==> src/rtl/mcs_io_wb_bridge.sv <==
// MicroBlaze MCS IO bus to classic single-cycle WISHBONE master bridge.
// Each accepted IO strobe becomes one CYC/STB cycle, ended by ACK or by a watchdog timeout.
module mcs_io_wb_bridge #(
   parameter int                    ADDR_WIDTH     = 30,
   parameter int                    DATA_WIDTH     = 32,
   parameter int                    TIMEOUT_CYCLES = 255,
   parameter logic [DATA_WIDTH-1:0] TIMEOUT_DATA   = 32'hDEAD_BEEF
) (
   input  logic                  CLK,
   input  logic                  RST,
   input  logic                  IO_Addr_Strobe,
   input  logic                  IO_Read_Strobe,
   input  logic                  IO_Write_Strobe,
   input  logic [31:0]           IO_Address,
   input  logic [3:0]            IO_Byte_Enable,
   input  logic [31:0]           IO_Write_Data,
   output logic [31:0]           IO_Read_Data,
   output logic                  IO_Ready,
   output logic [ADDR_WIDTH-1:0] WB_ADDR,
   output logic [DATA_WIDTH-1:0] WB_DAT_W,
   input  logic [DATA_WIDTH-1:0] WB_DAT_R,
   output logic                  WB_CYC,
   output logic                  WB_STB,
   output logic                  WB_WE,
   input  logic                  WB_ACK,
   output logic                  TIMEOUT_FLAG,
   output logic                  PARTIAL_WR_FLAG,
   input  logic                  FLAG_CLR
);

   typedef enum logic [1:0] {
      ST_IDLE,
      ST_BUS,
      ST_DONE
   } state_t;

   localparam logic [15:0] LAST_WAIT = 16'(TIMEOUT_CYCLES - 1);

   state_t      state;
   state_t      state_nxt;
   logic [15:0] wait_cnt;
   logic        start;
   logic        acked;
   logic        timed_out;
   logic        partial_wr;

   // The byte-lane bits below the word address never reach the bus.
   logic unused_addr_bits;
   assign unused_addr_bits = ^IO_Address;

   assign partial_wr = IO_Write_Strobe && (IO_Byte_Enable != 4'hF);

   always_comb begin
      // NOTE: every combinational output gets a default first so no path infers a latch.
      state_nxt = state;
      start     = 1'b0;
      acked     = 1'b0;
      timed_out = 1'b0;
      case (state)
         ST_IDLE: begin
            if (IO_Addr_Strobe && (IO_Read_Strobe || IO_Write_Strobe)) begin
               start     = 1'b1;
               state_nxt = ST_BUS;
            end
         end
         ST_BUS: begin
            if (WB_ACK) begin
               acked     = 1'b1;
               state_nxt = ST_DONE;
            end else if (wait_cnt == LAST_WAIT) begin
               timed_out = 1'b1;
               state_nxt = ST_DONE;
            end
         end
         ST_DONE: state_nxt = ST_IDLE;
         default: state_nxt = ST_IDLE;
      endcase
   end

   // NOTE: sequential state uses non-blocking assignments so every register samples pre-edge values.
   always_ff @(posedge CLK or negedge RST) begin
      if (!RST) state <= ST_IDLE;
      else      state <= state_nxt;
   end

   always_ff @(posedge CLK or negedge RST) begin
      if (!RST) begin
         WB_ADDR         <= '0;
         WB_DAT_W        <= '0;
         WB_CYC          <= 1'b0;
         WB_STB          <= 1'b0;
         WB_WE           <= 1'b0;
         IO_Ready        <= 1'b0;
         IO_Read_Data    <= '0;
         TIMEOUT_FLAG    <= 1'b0;
         PARTIAL_WR_FLAG <= 1'b0;
         wait_cnt        <= '0;
      end else begin
         if (start) begin
            WB_ADDR  <= IO_Address[ADDR_WIDTH+1:2];
            WB_DAT_W <= IO_Write_Data;
            WB_WE    <= IO_Write_Strobe;
            WB_CYC   <= 1'b1;
            WB_STB   <= 1'b1;
            wait_cnt <= '0;
         end else if (state == ST_BUS && !acked && !timed_out) begin
            wait_cnt <= wait_cnt + 16'd1;
         end

         if (acked || timed_out) begin
            WB_CYC   <= 1'b0;
            WB_STB   <= 1'b0;
            WB_WE    <= 1'b0;
            IO_Ready <= 1'b1;
         end
         if (acked && !WB_WE)     IO_Read_Data <= WB_DAT_R;
         if (timed_out && !WB_WE) IO_Read_Data <= TIMEOUT_DATA;

         if (state == ST_DONE) IO_Ready <= 1'b0;

         // A set event on the same edge as FLAG_CLR wins.
         if (timed_out)     TIMEOUT_FLAG <= 1'b1;
         else if (FLAG_CLR) TIMEOUT_FLAG <= 1'b0;

         if (start && partial_wr) PARTIAL_WR_FLAG <= 1'b1;
         else if (FLAG_CLR)       PARTIAL_WR_FLAG <= 1'b0;
      end
   end

endmodule

==> config.mk <==
export PLATFORM = sky130hd
export DESIGN_NAME = mcs_io_wb_bridge
export DESIGN_NICKNAME = d
export VERILOG_FILES = /design/src/rtl/mcs_io_wb_bridge.sv
export SDC_FILE = /design/constraint.sdc
export NUM_CORES = 1
export LEC_CHECK = 0
export BUFFER_PORTS_ARGS = -buffer_cell sky130_fd_sc_hd__clkbuf_2
export CORE_ASPECT_RATIO = 0.6
export CORE_UTILIZATION = 40
export DETAILED_ROUTE_END_ITERATION = 10
export PLACE_DENSITY = 0.73
export SLEW_MARGIN = 0
export SYNTH_ARGS = -nofsm -noshare
export SYNTH_HDL_FRONTEND = slang
export SYNTH_SLANG_ARGS = --single-unit
==> constraint.sdc <==
create_clock -name CLK -period 2.35 [get_ports CLK]
set_clock_uncertainty 0.1 [all_clocks]
set_input_delay 0.47 -clock CLK [delete_from_list [all_inputs] [get_ports CLK]]
set_output_delay 0.47 -clock CLK [all_outputs]
set_load 0.1 [all_outputs]
==> metrics.txt, run 1 <==
Post-synth EDFFs 0; DRT iter0 DRCs 192; Simple-Gate Fraction of Synth Area approximately 22%; Max transition margin between 50% and 60%; DP Area about 0.006 sq mm; TritonCTS clock tree built; post-route cell area about 0.0067 sq mm; Yosys warnings 0; CP max stage delay between 0.5 and 0.6 ns; CP Capture Type register; final setup fails 0; initial antenna violation count 0; Residual DRC 0; Mean Syn Cell Area 10.0 sq um; biggest area consumer among synthesized cells dfrtp_1; first-pass GRT wire length ~20000 microns; Max Freq ~460 MHz; ys async rst share 100%; mapped cell area ~0.0047 sq mm; Placer Congestion about 0.85; clock root buffer clkbuf_16; Longest Clk Path Bufs 2; Fin. Hold Viols 0; Die Wd about 140 microns; Post-Synth XOR/XNOR Area 0.375%; reg-to-reg startpoint wait_cnt[1]; CORE AREA 0.0113 sq mm; worst-case reg-to-reg path depth 5; Pre-antenna DRT Iters 4; area occupied by multi-input gates between 0.0015 and 0.002 sq mm; worst-path cell chain ha_1 -> nand4bb_1 -> or4b_1 -> or3_1 -> a21oi_1; total area of sequential cells a little under 0.003 sq mm; minimum clock period between 2 and 2.5 ns; final period utilization about 93%; Distinct cells, synth between 40 and 50; RSZ-0062 raised after global routing no; Post-CTS Setup Inserts 0; WHS Endpoint WB_DAT_W[23]; share of the synthesized area in the top cell type 62.7%; met3 Track Usage GR between 7 and 8%; register area share after synthesis between 60% and 70%; mux contribution to synthesized area less than 1%; M2 GR Usage approximately 34%; ANT nets after route 0; Hold Path Origin IO_Write_Data[23]; Most Crowded Layer GR met2; Worst Path Arrival roughly 2.4 ns; WP data required around 2.6 ns; hold depth 3; R2R setup slack 0.16 ns; Layout fillers 970; vias in the first global route 4043; Clock transition at path regs approximately 0.06 ns; Initial Util between 40 and 50%; synthesized net count 574; met1 usage 27.6%; setup TNS 0 ns; cell with the most instances after synthesis nand2_1; adder-cell area share of the yosys netlist less than 1%; clk sinks roughly 120; compound-cell area share of the yosys netlist between 10% and 20%; Area Overhead vs Synth 42.7%; Crit Path Category reg2reg; net total in the final layout about 800; TritonCTS Buffers 17; synth top area cells dfrtp_1, nand2_1, o22a_1; final wirelength ~12000 microns; Avg WL per Cell roughly 15 microns; Vias between 4000 and 5000; combinational family with the most area after synthesis simple AND/OR/NAND/NOR gates; Ports ~210; Vias/cell 4.81; Hold Crit Class in2reg; crit start category register; most common library cells after synthesis nand2_1, dfrtp_1, o22a_1; status complete, no violations; gr ovfl total 0; PortBufs 204; Std-Cell Rows 30; later-pin clock latency in the skew report 0.40 ns; die height between 80 and 90 microns; Place WS 0.117 ns; Slew Limit Fails 0; Syn Inst Count 465; worst setup margin 0.159 ns; antenna cells 0; Die ar. between 0.01 and 0.015 sq mm; Synth Register Bits around 120; HPWL after DPL 8910 microns; share of cells above drive strength 1 a little under two fifths; Max FO, Critical Path 7; Post-synth top flop dfrtp_1; worst r2r dst wait_cnt[14]; MaxCap Viol Count 0; H-tree depth 4; slowest CP cell or4b_1; Slew @ Worst Pin approximately 0.73 ns; largest net degree at the start of global routing a little under 60; GRT Total Usage between 20% and 30%
## critical path: cells and delay by family, from the launching register on
kind | cells | cell delay [ns]
simple gates | 3 | 1.11
compound gates | 1 | 0.15
fa+ha+maj | 1 | 0.27
flops | 1 | 0.49
## through the flow
stage | utilization, % | hold WS, ns | std cells
after detailed placement | 52.8 | 0.286 | 823
after CTS | 58.7 | 0.134 | 856
after global placement | 52.8 | 0.276 | 823
after floorplan | - | 0.0744 | 465
final | 58.7 | 0.150 | 856
after global routing | 58.7 | 0.137 | 856
## cell families (layout without fill, tap and decap cells)
family | after synthesis | count (layout)
AND/OR/NAND/NOR | 243 | 243
flip-flops | 117 | 117
AO/OA/AOI/OAI | 66 | 66
buffers and inverters | 34 | 265
adder cells (fa/ha/maj) | 2 | 2
XOR/XNOR | 2 | 2
multiplexers | 1 | 1
## per-layer routing
metal	part of all wire (%)	routed length, microns	vias to the layer above
met5	0	0	-
met2	46	5690	186
met1	45	5570	1918
met4	1.3	167	0
met3	8.3	1030	14
li1	-	-	2001
## registers in the layout, indices dropped and copies added, names as in the netlist
| register | flops |
|---|---|
| PARTIAL_WR_FLAG | 1 |
| WB_ADDR | 30 |
| WB_WE | 1 |
| WB_STB | 1 |
| state | 2 |
| TIMEOUT_FLAG | 1 |
| wait_cnt | 16 |
| IO_Read_Data | 32 |
| IO_Ready | 1 |
| WB_DAT_W | 32 |
## how the worst max path moves through the flow
stage                 startpoint               end  slack (ns)  cells past startpoint
finish               wait_cnt[1]      wait_cnt[14]        0.16                      5
global route        wait_cnt[10]  IO_Read_Data[17]         0.1                      4
CTS                 wait_cnt[10]  IO_Read_Data[17]         0.1                      4
detailed placement  wait_cnt[10]  IO_Read_Data[17]        0.12                      4
global placement          WB_ACK      wait_cnt[13]        0.14                      5
floorplan                 WB_ACK      wait_cnt[13]        0.21                      5
## placed cells by master (no fill, tap or decap), types with 6 or more instances in the layout
master,n
or3_1,8
o211ai_1,6
nand3_1,7
buf_4,13
inv_1,11
a22o_1,8
o22a_1,24
clkbuf_2,203
clkbuf_16,17
nand2_1,198
dfrtp_1,117
o21ai_0,9
## final cells by class
| cell class | count | share of cell area [%] |
|---|---|---|
| repair buffers | 222 | 18.4 |
| well taps | 160 | 3.01 |
| flip-flops and latches | 117 | 44.0 |
| multi-input cells | 314 | 24.2 |
| clock inverters | 14 | 3.36 |
| inverters | 11 | 0.620 |
| clock buffers | 18 | 6.44 |
## timing repair
action / 4_1_cts / 5_1_grt
hold buffers: 1 / 0
gates resized for setup: 0 / 1
hold endpoints to repair: 18 / 0
setup endpoints to repair: 0 / 5
Power of run 1 is not shown: default switching activity piles up to over one toggle a cycle in this logic, so the estimate is an artifact.
==> run 2, diff against run 1 <==
--- a/config.mk
+++ b/config.mk
@@ -10,6 +10,7 @@
 export CORE_UTILIZATION = 40
 export DETAILED_ROUTE_END_ITERATION = 10
 export PLACE_DENSITY = 0.73
+export RECOVER_POWER = 100
 export SLEW_MARGIN = 0
 export SYNTH_ARGS = -nofsm -noshare
 export SYNTH_HDL_FRONTEND = slang
==> metrics.txt, run 2 (same netlist as run 1, synthesis figures left out) <==
CORE AREA 0.0113 sq mm (unchanged); Placer Congestion 0.848 (unchanged); status complete, no violations; initial antenna violation count 0 (unchanged); final period utilization 93.6% (+0.33 points); TritonCTS clock tree built; gr ovfl total 0 (unchanged); GRT Total Usage 21.5% (unchanged); net total in the final layout 792 (unchanged); routed wl met3 1040 microns (+0.97%); commonest non-fill, non-tap cell in the layout clkbuf_2; first-pass GRT wire length 20000 microns (unchanged); Met2 Wirelength 5660 microns (-0.53%); Ports 207 (unchanged); final setup fails 0 (unchanged); WP data required 2.59 ns (+0.02 ns); TritonCTS Buffers 17 (unchanged); PortBufs 204 (unchanged); ANT nets after route 0 (unchanged); clk sinks 117 (unchanged); Max transition margin 14.7% (-36 points); Crit Path Category reg2reg; Fin. Hold Viols 0 (unchanged); Area Overhead vs Synth 42.2%; final wirelength 12400 microns (-0.14%); Max FO, Critical Path 6 (-1); Post-CTS Setup Inserts 0 (unchanged); commonest non-fill, non-tap cells in the layout clkbuf_2, nand2_1, dfrtp_1; HPWL after DPL 8910 microns (unchanged); Die ar. 0.0121 sq mm (unchanged); share of cells above drive strength 1 36.2% (-0.72 points); Hold Path Origin IO_Write_Data[23]; met1 wire length 5580 microns (about the same); Hold Crit Class in2reg; biggest regs IO_Read_Data: 32 flops, WB_DAT_W: 32 flops, WB_ADDR: 30 flops; Pre-antenna DRT Iters 4 (unchanged); later-pin clock latency in the skew report 0.40 ns (about the same); Vias/cell 4.79 (-0.53%); vias in the first global route 4043 (unchanged); Std-Cell Rows 30 (unchanged); Slew @ Worst Pin 1.28 ns (+0.546 ns); Initial Util 41.2% (unchanged); setup TNS 0 ns (unchanged); Die Wd 141 microns (unchanged); Slew Limit Fails 0 (unchanged); Vias 4097 (-0.53%); Longest Clk Path Bufs 2 (unchanged); MaxCap Viol Count 0 (unchanged); minimum clock period 2.20 ns (+0.00777 ns); largest net degree at the start of global routing 59 (unchanged); DRT iter0 DRCs 207 (+7.8%); H-tree depth 4 (unchanged); Worst Path Arrival 2.43 ns (about the same); CP Capture Type register; CP startpoint state[1]; RSZ-0062 raised after global routing no; Max Freq 455 MHz (-0.35%); die height 85.7 microns (unchanged); reg-to-reg startpoint state[1]; Avg WL per Cell 14.5 microns (-0.14%); Residual DRC 0 (unchanged); top layer in use met4; Clock transition at path regs 0.06 ns (about the same); clock root buffer clkbuf_16; antenna cells 0 (unchanged); crit start category register
-- run 2: changes by cell type in the layout (fill, tap and decap cells not counted), sizes merged --
cell and change:
clkbuf +5, buf -5
-- run 2: cell type report --
cell class	count	area, sq um
Multi-Input combinational cell	314	1610
Inverter	11	41.3
Fill cell	976	4700
Clock buffer	18	429
Timing Repair Buffer	222	1210
Tap cell	160	200
Sequential cell	117	2930
Clock inverter	14	224
-- run 2: final timing paths --
kind / endpoint / slack [ns] / depth (start not counted)
max in group asynchronous: WB_ADDR[0] / 0.37 / 3
min reg2reg: WB_DAT_W[11] / 0.37 / 2
max: wait_cnt[13] / 0.15 / 4
max reg2reg: wait_cnt[13] / 0.15 / 4
min in group asynchronous: IO_Read_Data[23] / 0.78 / 2
min: WB_DAT_W[23] / 0.15 / 3
-- run 2: routing by layer --
metal / up-vias / track usage (%)
li1: 2001 / -
met1: 1900 / 27.6
met2: 182 / 34.0
met3: 14 / 7.20
met4: 0 / 8.02
met5: - / 0
-- run 2: through the flow --
stage	cells	instance area, sq um	setup WS [ns]	util, %	hold slack [ns]
after floorplan	465	4670	0.208	-	0.0744
after global placement	823	5990	0.143	52.8	0.276
after detailed placement	823	5990	0.117	52.8	0.286
after CTS	856	6650	0.0973	58.7	0.134
after global routing	856	6640	0.0508	58.6	0.137
final	856	6640	0.151	58.6	0.151
-- run 2: critical path, stage by stage, from the launching register on --
cell,delay (ns)
dfrtp_1,0.43
or3b_1,0.45
or4_1,0.56
or4_1,0.50
nand2_1,0.09
-- run 2: what timing repair did --
item / in CTS / in global routing
hold buffers: 1 / 0
endpoints found under the hold margin: 18 / 0
gates resized for setup: 0 / 1
endpoints found under the setup margin: 0 / 5
Power of run 2 is left out for the same reason.
==> run 3, diff against run 2 <==
--- a/config.mk
+++ b/config.mk
@@ -7,9 +7,9 @@
 export LEC_CHECK = 0
 export BUFFER_PORTS_ARGS = -buffer_cell sky130_fd_sc_hd__clkbuf_2
 export CORE_ASPECT_RATIO = 0.6
-export CORE_UTILIZATION = 40
+export CORE_UTILIZATION = 47
 export DETAILED_ROUTE_END_ITERATION = 10
-export PLACE_DENSITY = 0.73
+export PLACE_DENSITY = 0.84
 export RECOVER_POWER = 100
 export SLEW_MARGIN = 0
 export SYNTH_ARGS = -nofsm -noshare
==> metrics.txt, run 3 (same netlist as run 1, synthesis figures left out) <==
ANT nets after route 0 (unchanged); commonest non-fill, non-tap cell in the layout clkbuf_2; status complete, no violations; largest net degree at the start of global routing 49 (-17%); DRT iter0 DRCs 185 (-11%); Post-CTS Setup Inserts 0 (unchanged); biggest regs IO_Read_Data: 32 flops, WB_DAT_W: 32 flops, WB_ADDR: 30 flops; Max transition margin 25.2% (+11 points); vias in the first global route 4063 (+0.49%); R2R setup slack 0.09 ns (-0.06 ns); MaxCap Viol Count 0 (unchanged); gr ovfl total 0 (unchanged); final period utilization 96.0% (+2.4 points); Hold Crit Class in2reg; CP Capture Type register; Longest Clk Path Bufs 2 (unchanged); hold depth 3 (unchanged); Slew @ Worst Pin 1.12 ns (-0.159 ns); Post-CTS Resized 0 (unchanged); TritonCTS clock tree built; net total in the final layout 790 (-0.25%); CORE AREA 0.00939 sq mm (-17%); crit start category register; Initial Util 49.7% (+8.5 points); worst-path cell chain or4_1 -> nor4_2 -> buf_4 -> o21ai_1 -> a22o_1; Die ar. 0.0103 sq mm (-15%); Avg WL per Cell 15.1 microns (+3.7%); Max FO, Critical Path 13 (+7); final setup fails 0 (unchanged); Ports 207 (unchanged); final wirelength 12400 microns (-0.22%); Hold Path Origin IO_Address[13]; Slew Limit Fails 0 (unchanged); TritonCTS Buffers 17 (unchanged); Residual DRC 0 (unchanged); Vias/cell 5.02 (+4.9%); worst r2r dst IO_Read_Data[20]; minimum clock period 2.26 ns (+0.0575 ns); Std-Cell Rows 27 (-10%); reg-to-reg startpoint wait_cnt[10]; PortBufs 204 (unchanged); RSZ-0062 raised after global routing no; Vias 4137 (+0.98%); clock root buffer clkbuf_16; WP data required 2.52 ns (-0.07 ns); initial antenna violation count 0 (unchanged); Crit Path Category reg2reg; die height 79.2 microns (-7.6%); antenna cells 0 (unchanged); share of cells above drive strength 1 36.0% (-0.18 points); Hold Buf Count CTS 1 (unchanged); Max Freq 443 MHz (-2.5%); first-pass GRT wire length 19700 microns (-1.7%); GRT Total Usage 25.2% (+3.7 points); H-tree depth 4 (unchanged); WHS Endpoint WB_ADDR[11]; later-pin clock latency in the skew report 0.40 ns (about the same); Pre-antenna DRT Iters 5 (+1); Worst Path Arrival 2.43 ns (about the same); Placer Congestion 0.897 (+5.8%); Clock transition at path regs 0.06 ns (about the same); commonest non-fill, non-tap cells in the layout clkbuf_2, nand2_1, dfrtp_1; Fin. Hold Viols 0 (unchanged); Area Overhead vs Synth 40.1%; Die Wd 131 microns (-7.6%); setup TNS 0 ns (unchanged); HPWL after DPL 8920 microns (+0.16%); CP max stage delay 0.60 ns (+0.04 ns); worst-case reg-to-reg path depth 5 (+1); slowest CP cell or4_1; clk sinks 117 (unchanged)
run 3: cell count changes in the layout (fill, tap and decap cells not counted), sizes merged:
cell / before / now
bufinv: 5 / 4
clkinv: 6 / 5
buf: 13 / 11
clkinvlp: 1 / 4
inv: 13 / 12
run 3: worst max-delay path, delay by kind of cell (launching register included):
family          cells  cell delay (ns)
buf+inv             1             0.24
simple gates        2             0.90
flops               1             0.41
compound gates      2             0.48
run 3: area by class of cell:
type / count / area (sq um)
well taps: 130 / 163
inverters: 11 / 41.3
clock buffers: 18 / 429
flip-flops and latches: 117 / 2930
multi-input cells: 314 / 1600
clock inverters: 14 / 184
fillers: 735 / 2860
repair buffers: 220 / 1190
run 3: through the flow:
| step | setup WS, ns | instance area, sq um | hold slack (ns) | cells | util (%) |
|---|---|---|---|---|---|
| final | 0.0940 | 6540 | 0.158 | 824 | 69.6 |
| after global routing | 0.00503 | 6540 | 0.146 | 824 | 69.6 |
| after CTS | 0.126 | 6560 | 0.144 | 824 | 69.8 |
| after detailed placement | 0.113 | 5930 | 0.361 | 791 | 63.2 |
| after global placement | 0.134 | 5930 | 0.356 | 791 | 63.2 |
| after floorplan | 0.208 | 4670 | 0.0744 | 465 | - |
run 3: worst max-delay path by stage:
stage,endpoint,slack [ns],cells after the start,start
after floorplan,wait_cnt[13],0.21,5,WB_ACK
after global placement,wait_cnt[13],0.13,5,WB_ACK
after detailed placement,wait_cnt[13],0.11,5,WB_ACK
after CTS,IO_Read_Data[30],0.13,6,wait_cnt[10]
after global routing,IO_Read_Data[8],0.005,5,wait_cnt[10]
final,IO_Read_Data[20],0.09,5,wait_cnt[10]
run 3: per-layer routing:
layer	vias up	routed length, microns	GRT usage (%)
met4	0	124	8.05
li1	1999	-	-
met1	1962	5250	30.5
met5	-	0	0
met3	12	975	8.83
met2	164	6070	42.0
Power of run 3 is left out for the same reason.
